==> src/rtl/load_store_unit.sv <==
// Memory-access stage: runs one req/ack bus transaction per load/store, then
// aligns and extends load data and pulses the register-file write port.
module load_store_unit #(
  parameter int TIMEOUT_CYCLES = 16,
  parameter int CNT_W          = 5
) (
  input  logic        clk,
  input  logic        reset,
  input  logic        req_valid,
  output logic        req_ready,
  input  logic        req_is_store,
  input  logic [2:0]  req_funct3,
  input  logic [31:0] req_addr,
  input  logic [31:0] req_store_data,
  input  logic [4:0]  req_rd,
  output logic        mem_req,
  output logic        mem_we,
  output logic [31:0] mem_addr,
  output logic [31:0] mem_wdata,
  output logic [3:0]  mem_wstrb,
  input  logic        mem_ack,
  input  logic [31:0] mem_rdata,
  output logic        reg_write,
  output logic [4:0]  write_reg,
  output logic [31:0] write_data,
  output logic        stall,
  output logic        access_fault,
  output logic [1:0]  fault_cause
);

  typedef enum logic [1:0] {IDLE, BUS, WB} state_t;

  state_t            state_reg, state_next;
  logic [CNT_W-1:0]  cnt_reg, cnt_next;
  logic [2:0]        funct3_reg, funct3_next;
  logic [1:0]        off_reg, off_next;
  logic [4:0]        rd_reg, rd_next;
  logic              is_store_reg, is_store_next;

  logic              mem_req_next, mem_we_next, reg_write_next, access_fault_next;
  logic [31:0]       mem_addr_next, mem_wdata_next, write_data_next;
  logic [3:0]        mem_wstrb_next;
  logic [4:0]        write_reg_next;
  logic [1:0]        fault_cause_next;

  logic              illegal, misaligned;
  logic [31:0]       st_wdata;
  logic [3:0]        st_wstrb;
  logic [7:0]        ld_byte;
  logic [15:0]       ld_half;
  logic [31:0]       ld_value;

  always_comb begin
    illegal    = (req_funct3 == 3'b011) || (req_funct3[2:1] == 2'b11) ||
                 (req_is_store && req_funct3[2]);
    misaligned = ((req_funct3[1:0] == 2'b01) && req_addr[0]) ||
                 ((req_funct3[1:0] == 2'b10) && (req_addr[1:0] != 2'b00));
  end

  // Store lanes are replicated so the slave can pick any byte lane by strobe.
  always_comb begin
    st_wdata = req_store_data;
    st_wstrb = 4'b1111;
    case (req_funct3[1:0])
      2'b00: begin
        st_wdata = {4{req_store_data[7:0]}};
        st_wstrb = 4'b0001 << req_addr[1:0];
      end
      2'b01: begin
        st_wdata = {2{req_store_data[15:0]}};
        st_wstrb = req_addr[1] ? 4'b1100 : 4'b0011;
      end
      default: ;
    endcase
  end

  always_comb begin
    ld_byte = mem_rdata[8*off_reg +: 8];
    ld_half = off_reg[1] ? mem_rdata[31:16] : mem_rdata[15:0];
    case (funct3_reg)
      3'b000:  ld_value = {{24{ld_byte[7]}}, ld_byte};
      3'b001:  ld_value = {{16{ld_half[15]}}, ld_half};
      3'b100:  ld_value = {24'd0, ld_byte};
      3'b101:  ld_value = {16'd0, ld_half};
      default: ld_value = mem_rdata;
    endcase
  end

  assign req_ready = (state_reg == IDLE);
  assign stall     = (state_reg != IDLE) ||
                     (reset && req_valid && !illegal && !misaligned);

  always_comb begin
    state_next        = state_reg;
    cnt_next          = cnt_reg;
    funct3_next       = funct3_reg;
    off_next          = off_reg;
    rd_next           = rd_reg;
    is_store_next     = is_store_reg;
    mem_req_next      = mem_req;
    mem_we_next       = mem_we;
    mem_addr_next     = mem_addr;
    mem_wdata_next    = mem_wdata;
    mem_wstrb_next    = mem_wstrb;
    reg_write_next    = 1'b0;
    write_reg_next    = write_reg;
    write_data_next   = write_data;
    access_fault_next = 1'b0;
    fault_cause_next  = fault_cause;
    case (state_reg)
      IDLE: begin
        if (req_valid) begin
          if (illegal) begin
            access_fault_next = 1'b1;
            fault_cause_next  = 2'b10;
          end else if (misaligned) begin
            access_fault_next = 1'b1;
            fault_cause_next  = 2'b01;
          end else begin
            funct3_next    = req_funct3;
            off_next       = req_addr[1:0];
            rd_next        = req_rd;
            is_store_next  = req_is_store;
            cnt_next       = '0;
            mem_req_next   = 1'b1;
            mem_we_next    = req_is_store;
            mem_addr_next  = {req_addr[31:2], 2'b00};
            mem_wdata_next = req_is_store ? st_wdata : 32'd0;
            mem_wstrb_next = req_is_store ? st_wstrb : 4'b0000;
            state_next     = BUS;
          end
        end
      end
      BUS: begin
        // Ack is checked first so an ack on the final allowed cycle completes normally.
        if (mem_ack) begin
          mem_req_next   = 1'b0;
          mem_we_next    = 1'b0;
          mem_wstrb_next = 4'b0000;
          if (is_store_reg) begin
            state_next = IDLE;
          end else begin
            reg_write_next  = (rd_reg != 5'd0);
            write_reg_next  = rd_reg;
            write_data_next = ld_value;
            state_next      = WB;
          end
        end else if (cnt_reg == CNT_W'(TIMEOUT_CYCLES - 1)) begin
          mem_req_next      = 1'b0;
          mem_we_next       = 1'b0;
          mem_wstrb_next    = 4'b0000;
          access_fault_next = 1'b1;
          fault_cause_next  = 2'b11;
          state_next        = IDLE;
        end else begin
          cnt_next = cnt_reg + 1'b1;
        end
      end
      WB:      state_next = IDLE;
      default: state_next = IDLE;
    endcase
  end

  always_ff @(posedge clk or negedge reset) begin
    if (!reset) begin
      state_reg    <= IDLE;
      cnt_reg      <= '0;
      funct3_reg   <= 3'd0;
      off_reg      <= 2'd0;
      rd_reg       <= 5'd0;
      is_store_reg <= 1'b0;
      mem_req      <= 1'b0;
      mem_we       <= 1'b0;
      mem_addr     <= 32'd0;
      mem_wdata    <= 32'd0;
      mem_wstrb    <= 4'd0;
      reg_write    <= 1'b0;
      write_reg    <= 5'd0;
      write_data   <= 32'd0;
      access_fault <= 1'b0;
      fault_cause  <= 2'd0;
    end else begin
      state_reg    <= state_next;
      cnt_reg      <= cnt_next;
      funct3_reg   <= funct3_next;
      off_reg      <= off_next;
      rd_reg       <= rd_next;
      is_store_reg <= is_store_next;
      mem_req      <= mem_req_next;
      mem_we       <= mem_we_next;
      mem_addr     <= mem_addr_next;
      mem_wdata    <= mem_wdata_next;
      mem_wstrb    <= mem_wstrb_next;
      reg_write    <= reg_write_next;
      write_reg    <= write_reg_next;
      write_data   <= write_data_next;
      access_fault <= access_fault_next;
      fault_cause  <= fault_cause_next;
    end
  end

endmodule

==> config.mk <==
export PLATFORM = sky130hd
export DESIGN_NAME = load_store_unit
export DESIGN_NICKNAME = d
export VERILOG_FILES = /design/src/rtl/load_store_unit.sv
export SDC_FILE = /design/constraint.sdc
export NUM_CORES = 1
export LEC_CHECK = 0
export CORE_ASPECT_RATIO = 0.6
export CORE_MARGIN = 8
export CORE_UTILIZATION = 40
export DETAILED_ROUTE_END_ITERATION = 10
export PLACE_DENSITY = 0.87
export SETUP_SLACK_MARGIN = 0.05
export SLEW_MARGIN = 5
export SYNTH_ARGS = -nofsm -noshare
export SYNTH_HDL_FRONTEND = slang
export SYNTH_SLANG_ARGS = --single-unit
==> constraint.sdc <==
create_clock -name clk -period 2 [get_ports clk]
set_input_delay 0.3 -clock clk [delete_from_list [all_inputs] [get_ports clk]]
set_output_delay 0.3 -clock clk [all_outputs]
set_load 0.02 [all_outputs]
# Word-level counts from Yosys, hierarchy flattened
# Index checks and enable logic that the tools add are counted.
[classes] n_mux=51 add_sub_neg=1 reduce_logical=25 shift=2 eq_ne=17 bitwise_logic=3
[ops] operator="one-hot mux 32 bit (4 select lines)" n=1
[ops] operator="one-hot mux 32 bit (2 select lines)" n=1
[ops] operator="2-to-1 mux 32 bit" n=1
[ops] operator="indexed part select 32 x 6 -> 8 bit" n=1
[ops] operator="2-to-1 mux 4 bit" n=7
[ops] operator="2-to-1 mux 5 bit" n=5
[ops] operator="2-to-1 mux 2 bit" n=11
[ops] operator="2-to-1 mux 1 bit" n=16
[ops] operator="2-to-1 mux 16 bit" n=1
[ops] operator="one-hot mux 4 bit (2 select lines)" n=2
[ops] operator="inequality test 2 bit, second input constant" n=6
[ops] operator="one-hot mux 5 bit (2 select lines)" n=1
[ops] operator="AND reduction 5 bit" n=2
[ops] operator="one-hot mux 2 bit (2 select lines)" n=2
[ops] operator="AND reduction 4 bit" n=2
[ops] operator="equality test 3 bit, second input constant" n=2
[ops] operator="logical AND 1 bit" n=6
[ops] operator="one-hot mux 1 bit (2 select lines)" n=3
[ops] operator="AND reduction 6 bit" n=1
[ops] operator="nonzero test 2 bit" n=3
[ops] operator="adder 5 x 1 -> 5 bit, second input constant" n=1
[ops] operator="equality test 5 x 4 -> 1 bit, second input constant" n=1
[ops] operator="nonzero test 5 bit" n=1
[ops] operator="equality test 2 x 1 -> 1 bit, second input constant" n=2
[ops] operator="other kinds (12)" n=20
[word_totals] in_bits=109 reg_bits=127 output_inout_bits=113 elab_cells=115

# Longest topological paths before layout
[logic_depth] depth_word=7 depth_mapped=8 mapped_depth_nobuf=7

# Worst setup path before layout
# No wires, ideal clock.
[synth_timing] path_type="register to register" from="reg cnt_reg[0]" to="reg cnt_reg[3]" synth_period_minus_slack_ns=1.893 path_slack_ns=0.107 stages_incl_launch_ff=8 setup_ns=0.119 t_required_ns=1.881 n_path_buf=0 t_arrival_ns=1.774 path_cell_list="dfrtp_1 ha_1 and3_1 ha_1 nor4b_1 nand4_1 xnor2_1 and2_1"
[synth_via] elab_chain_cells=4 elab_cells_between_ends=7 classes_between="add/sub (1); eq/ne (2); mux (3); reduce/logical (1)"
[synth_rtl] item="start: declaration" line="34" rtl="logic [CNT_W-1:0] cnt_reg, cnt_next;"
[synth_rtl] item="start signal: assignment" line="184" rtl="cnt_reg <= cnt_next;"
[synth_rtl] item="adder 5 x 1 -> 5 bit" line="156" rtl="cnt_next = cnt_reg + 1'b1;"
[synth_rtl] item="2-to-1 mux 5 bit" line="148" rtl="end else if (cnt_reg == CNT_W'(TIMEOUT_CYCLES - 1)) begin"
[synth_rtl] item="2-to-1 mux 5 bit" line="136" rtl="if (mem_ack) begin"
[synth_rtl] item="one-hot mux 5 bit (2 select lines)" line="110" rtl="case (state_reg)"
# Several ways; a longest one is shown, not always the timed one. The select of a mux whose other input is x is not followed.
# A chain may end at the register's enable or synchronous reset.

# Final worst setup path
[layout_timing] from="reg cnt_reg[1]" to="reg cnt_reg[3]"
# Same word-level chain as after synthesis.

==> results.cfg <==
[outcome]
status = finished, violations left
violations = hold timing

[grt]
grt_pass1_vias = 5428
grt.total_usage_pct = 20.11
overflow = 0
grt_antenna_before_repair = 0
grt_max_degree = 128
grt_pass1_wl_um = 31050

[critical_path]
crit_slowest_cell = dfrtp_1
ff2ff_setup_slack_ns = 0.1
required_ns = 2.29
r2r-start = cnt_reg[1]
arrival_ns = 2.19
worstSetupPathType = reg -> reg
r2r_end = cnt_reg[3]
critPathCaptureType = flip-flop
max_stage_delay_ns = 0.40
startpoint_type = flip-flop
crit_fanout = 3
path_cells = ha_1 -> and3_4 -> ha_4 -> nor4b_4 -> buf_4 -> nand4_1 -> xnor2_1 -> and2_1
r2r_cells = 8

[clock_tree]
insertion_delay_ns = 0.41
cts_root_buf = clkbuf_16
cts_tree = done
clk_path_buf_depth = 2
clk_pin_slew_ns = 0.06
clock-sinks = 127
cts_buffers = 17
h-tree-depth = 4

[floorplanning]
num_io_pins = 222
die_y_um = 110.5
die_area_um2 = 19160
rows = 34
core_um2 = 14510
die-width_um = 173.5
initial_core_util_pct = 41.02

[timing]
fin_crit_sh_pct = 95.23
setup_viol = 0
worst_slack_ns = 0.09545
hold_viol = 32
rsz0062_at_grt = no
worst_pin_slew_ns = 0.7694
slew_viol_final = 0
fin_setup_tns_ns = 0
clock_skew_ns = 0.01250
hold_ws_ns = -0.06402
fmax_mhz = 525.1
slew-limit-headroom_pct = 48.70
period_needed_ns = 1.905

[drt]
ant_nets = 0
drcViolationCount = 0
dr.pass1.iters = 5
drt_iter0_drc = 408
vias = 5241
routed_via_density = 5.133
wl_um = 19410
post_drt_wl_per_cell_um = 19.01

[placed_design]
hpwlAfterDp_um = 14450
portBuffers = 219
pre_cts_slack_ns = -0.4272
placed_cells = 987
gp_congestion = 0.8292

[synth]
synth_edf_count = 0
synth_common_cells = dfrtp_1 (127), nand2_1 (111), o21ai_0 (57)
ys_ff_latch = 127
ys_warn_count = 0
synth_ff_type = dfrtp_1
synthMostInstantiatedCell = dfrtp_1
yosysSeqAreaShare_pct = 53.41
synth_top_area_cell = dfrtp_1
netlist_instances = 572
avgSynthCellArea_um2 = 10.40
yosysTopAreaCellShare_pct = 53.41
ys_types = 43
syn-cell-area_um2 = 5951
ys_async_sr_fraction_pct = 100.0
synth.area.top_cells = dfrtp_1 (53%), mux2_2 (8.7%), nand2_1 (7.0%)

[pwr]
comb_power_share_pct = 39.7
vdd_drop_max_uv = 593.0
intPower_mw = 7.892
powerDensity_nw_per_um2 = 1311
p_sw_share_pct = 34.48
seqPwrFrac_pct = 33.0
p_switching_mw = 4.154
total_power_mw = 12.05
power.leakage_nw = 3.929
pwr-share-clk_pct = 27.3

[worst_hold_path]
worstHoldPathType = in -> async

[layout]
final_cells = 1021
top_regs = mem_wdata: 32 flops, write_data: 32 flops, mem_addr: 30 flops
antenna-diode-count = 0
fin_nets = 922
syn_to_final_growth_pct = 54.35
drive_above_1_share_pct = 16.77

[flow_run]
drv_cap = 0
repair_timing:
action | 4_1_cts | 5_1_grt
gates resized for setup | 10 | 8
hold buffers | 0 | 0
setup endpoints to repair | 3 | 8
pin swaps | 1 | 1
setup buffers | 0 | 2
metrics by stage:
stage	instance area (um^2)	hold slack [ns]	util [%]
after floorplan	5954	0.004409	-
after global placement	8503	0.4607	58.62
after detailed placement	8503	0.4661	58.62
after CTS	9139	0.04191	63.00
after global routing	9185	0.01888	63.32
final	9185	-0.06402	63.32
per-layer routing:
| metal | global-route usage (%) | wire length (um) | part of all wire, % |
|---|---|---|---|
| met3 | 8.810 | 2086 | 11 |
| met5 | 0 | 0 | 0 |
| met2 | 29.48 | 8564 | 44 |
| met4 | 4.805 | 211 | 1.1 |
| met1 | 26.81 | 8549 | 44 |
how the worst max path moves through the flow:
| stage | to | startpoint | depth (start not counted) |
|---|---|---|---|
| floorplan | cnt_reg[3] | cnt_reg[0] | 7 |
| global placement | stall | req_funct3[0] | 5 |
| detailed placement | stall | req_funct3[0] | 5 |
| CTS | stall | req_addr[0] | 5 |
| global route | cnt_reg[3] | cnt_reg[1] | 8 |
| finish | cnt_reg[3] | cnt_reg[1] | 8 |
cell families (layout without fill, tap and decap cells):
group / Yosys count / after routing / synth area share [%]
other cells: 1 / 2 / 0.06302
compound gates: 124 / 124 / 13.58
simple gates: 193 / 193 / 14.19
buf+inv: 48 / 298 / 4.205
flops: 127 / 127 / 53.41
fa+ha+maj: 3 / 3 / 0.6308
xor+xnor: 2 / 2 / 0.2944
mux: 74 / 74 / 13.62
power by group through the flow:
stage / clock network (mW) / registers (mW) / logic (mW)
2_1_floorplan: 0 / 4.86 / 1.41
3_3_place_gp: 0 / 3.96 / 4.67
3_5_place_dp: 0 / 4.00 / 4.76
4_1_cts: 3.36 / 3.98 / 4.79
5_1_grt: 3.47 / 4.09 / 5.12
6_report: 3.29 / 3.97 / 4.78
critical path: cells and delay by family (launching register included):
family | cells | cell delay (ns)
AND/OR/NAND/NOR | 4 | 0.70
flip-flops | 1 | 0.40
buffers and inverters | 1 | 0.17
adder cells (fa/ha/maj) | 2 | 0.38
XOR/XNOR | 1 | 0.15
cell usage in the layout (no fill, tap or decap), types with 2 or more instances in the layout:
cell type / Yosys / layout
clkinvlp_4: 0 / 4
a311oi_1: 7 / 7
or3_1: 2 / 2
bufinv_16: 0 / 4
clkdlybuf4s50_1: 0 / 214
buf_4: 5 / 39
nor3_1: 4 / 4
dlygate4sd2_1: 0 / 2
mux2i_1: 27 / 27
o21ai_0: 57 / 57
ha_1: 3 / 2
conb_1: 1 / 2
a22o_1: 7 / 7
o31ai_2: 5 / 5
xnor2_1: 2 / 2
a22oi_1: 8 / 8
nor2_1: 39 / 38
mux2_2: 46 / 46
clkinv_4: 0 / 3
nor3b_1: 8 / 8
nor4_1: 3 / 3
clkbuf_1: 17 / 2
nand2_1: 111 / 111
nand2b_1: 3 / 3
buf_12: 0 / 3
o31ai_1: 12 / 12
nor2b_1: 6 / 5
a31oi_1: 2 / 2
and2_1: 2 / 2
inv_1: 4 / 4
dfrtp_1: 127 / 126
nand3_1: 9 / 9
clkbuf_16: 0 / 17
nor2_2: 1 / 2
a21oi_1: 20 / 20
layout make-up:
type | instances | area (um^2)
fill | 1153 | 5321
sequential | 127 | 3179
multi-input combinational | 398 | 2571
timing repair buffer | 260 | 2530
clock buffer | 20 | 446.7
tap | 198 | 247.7
clock inverter | 12 | 185.2
inverter | 6 | 25.02
No activity file was read; power rests on OpenSTA's default activity.
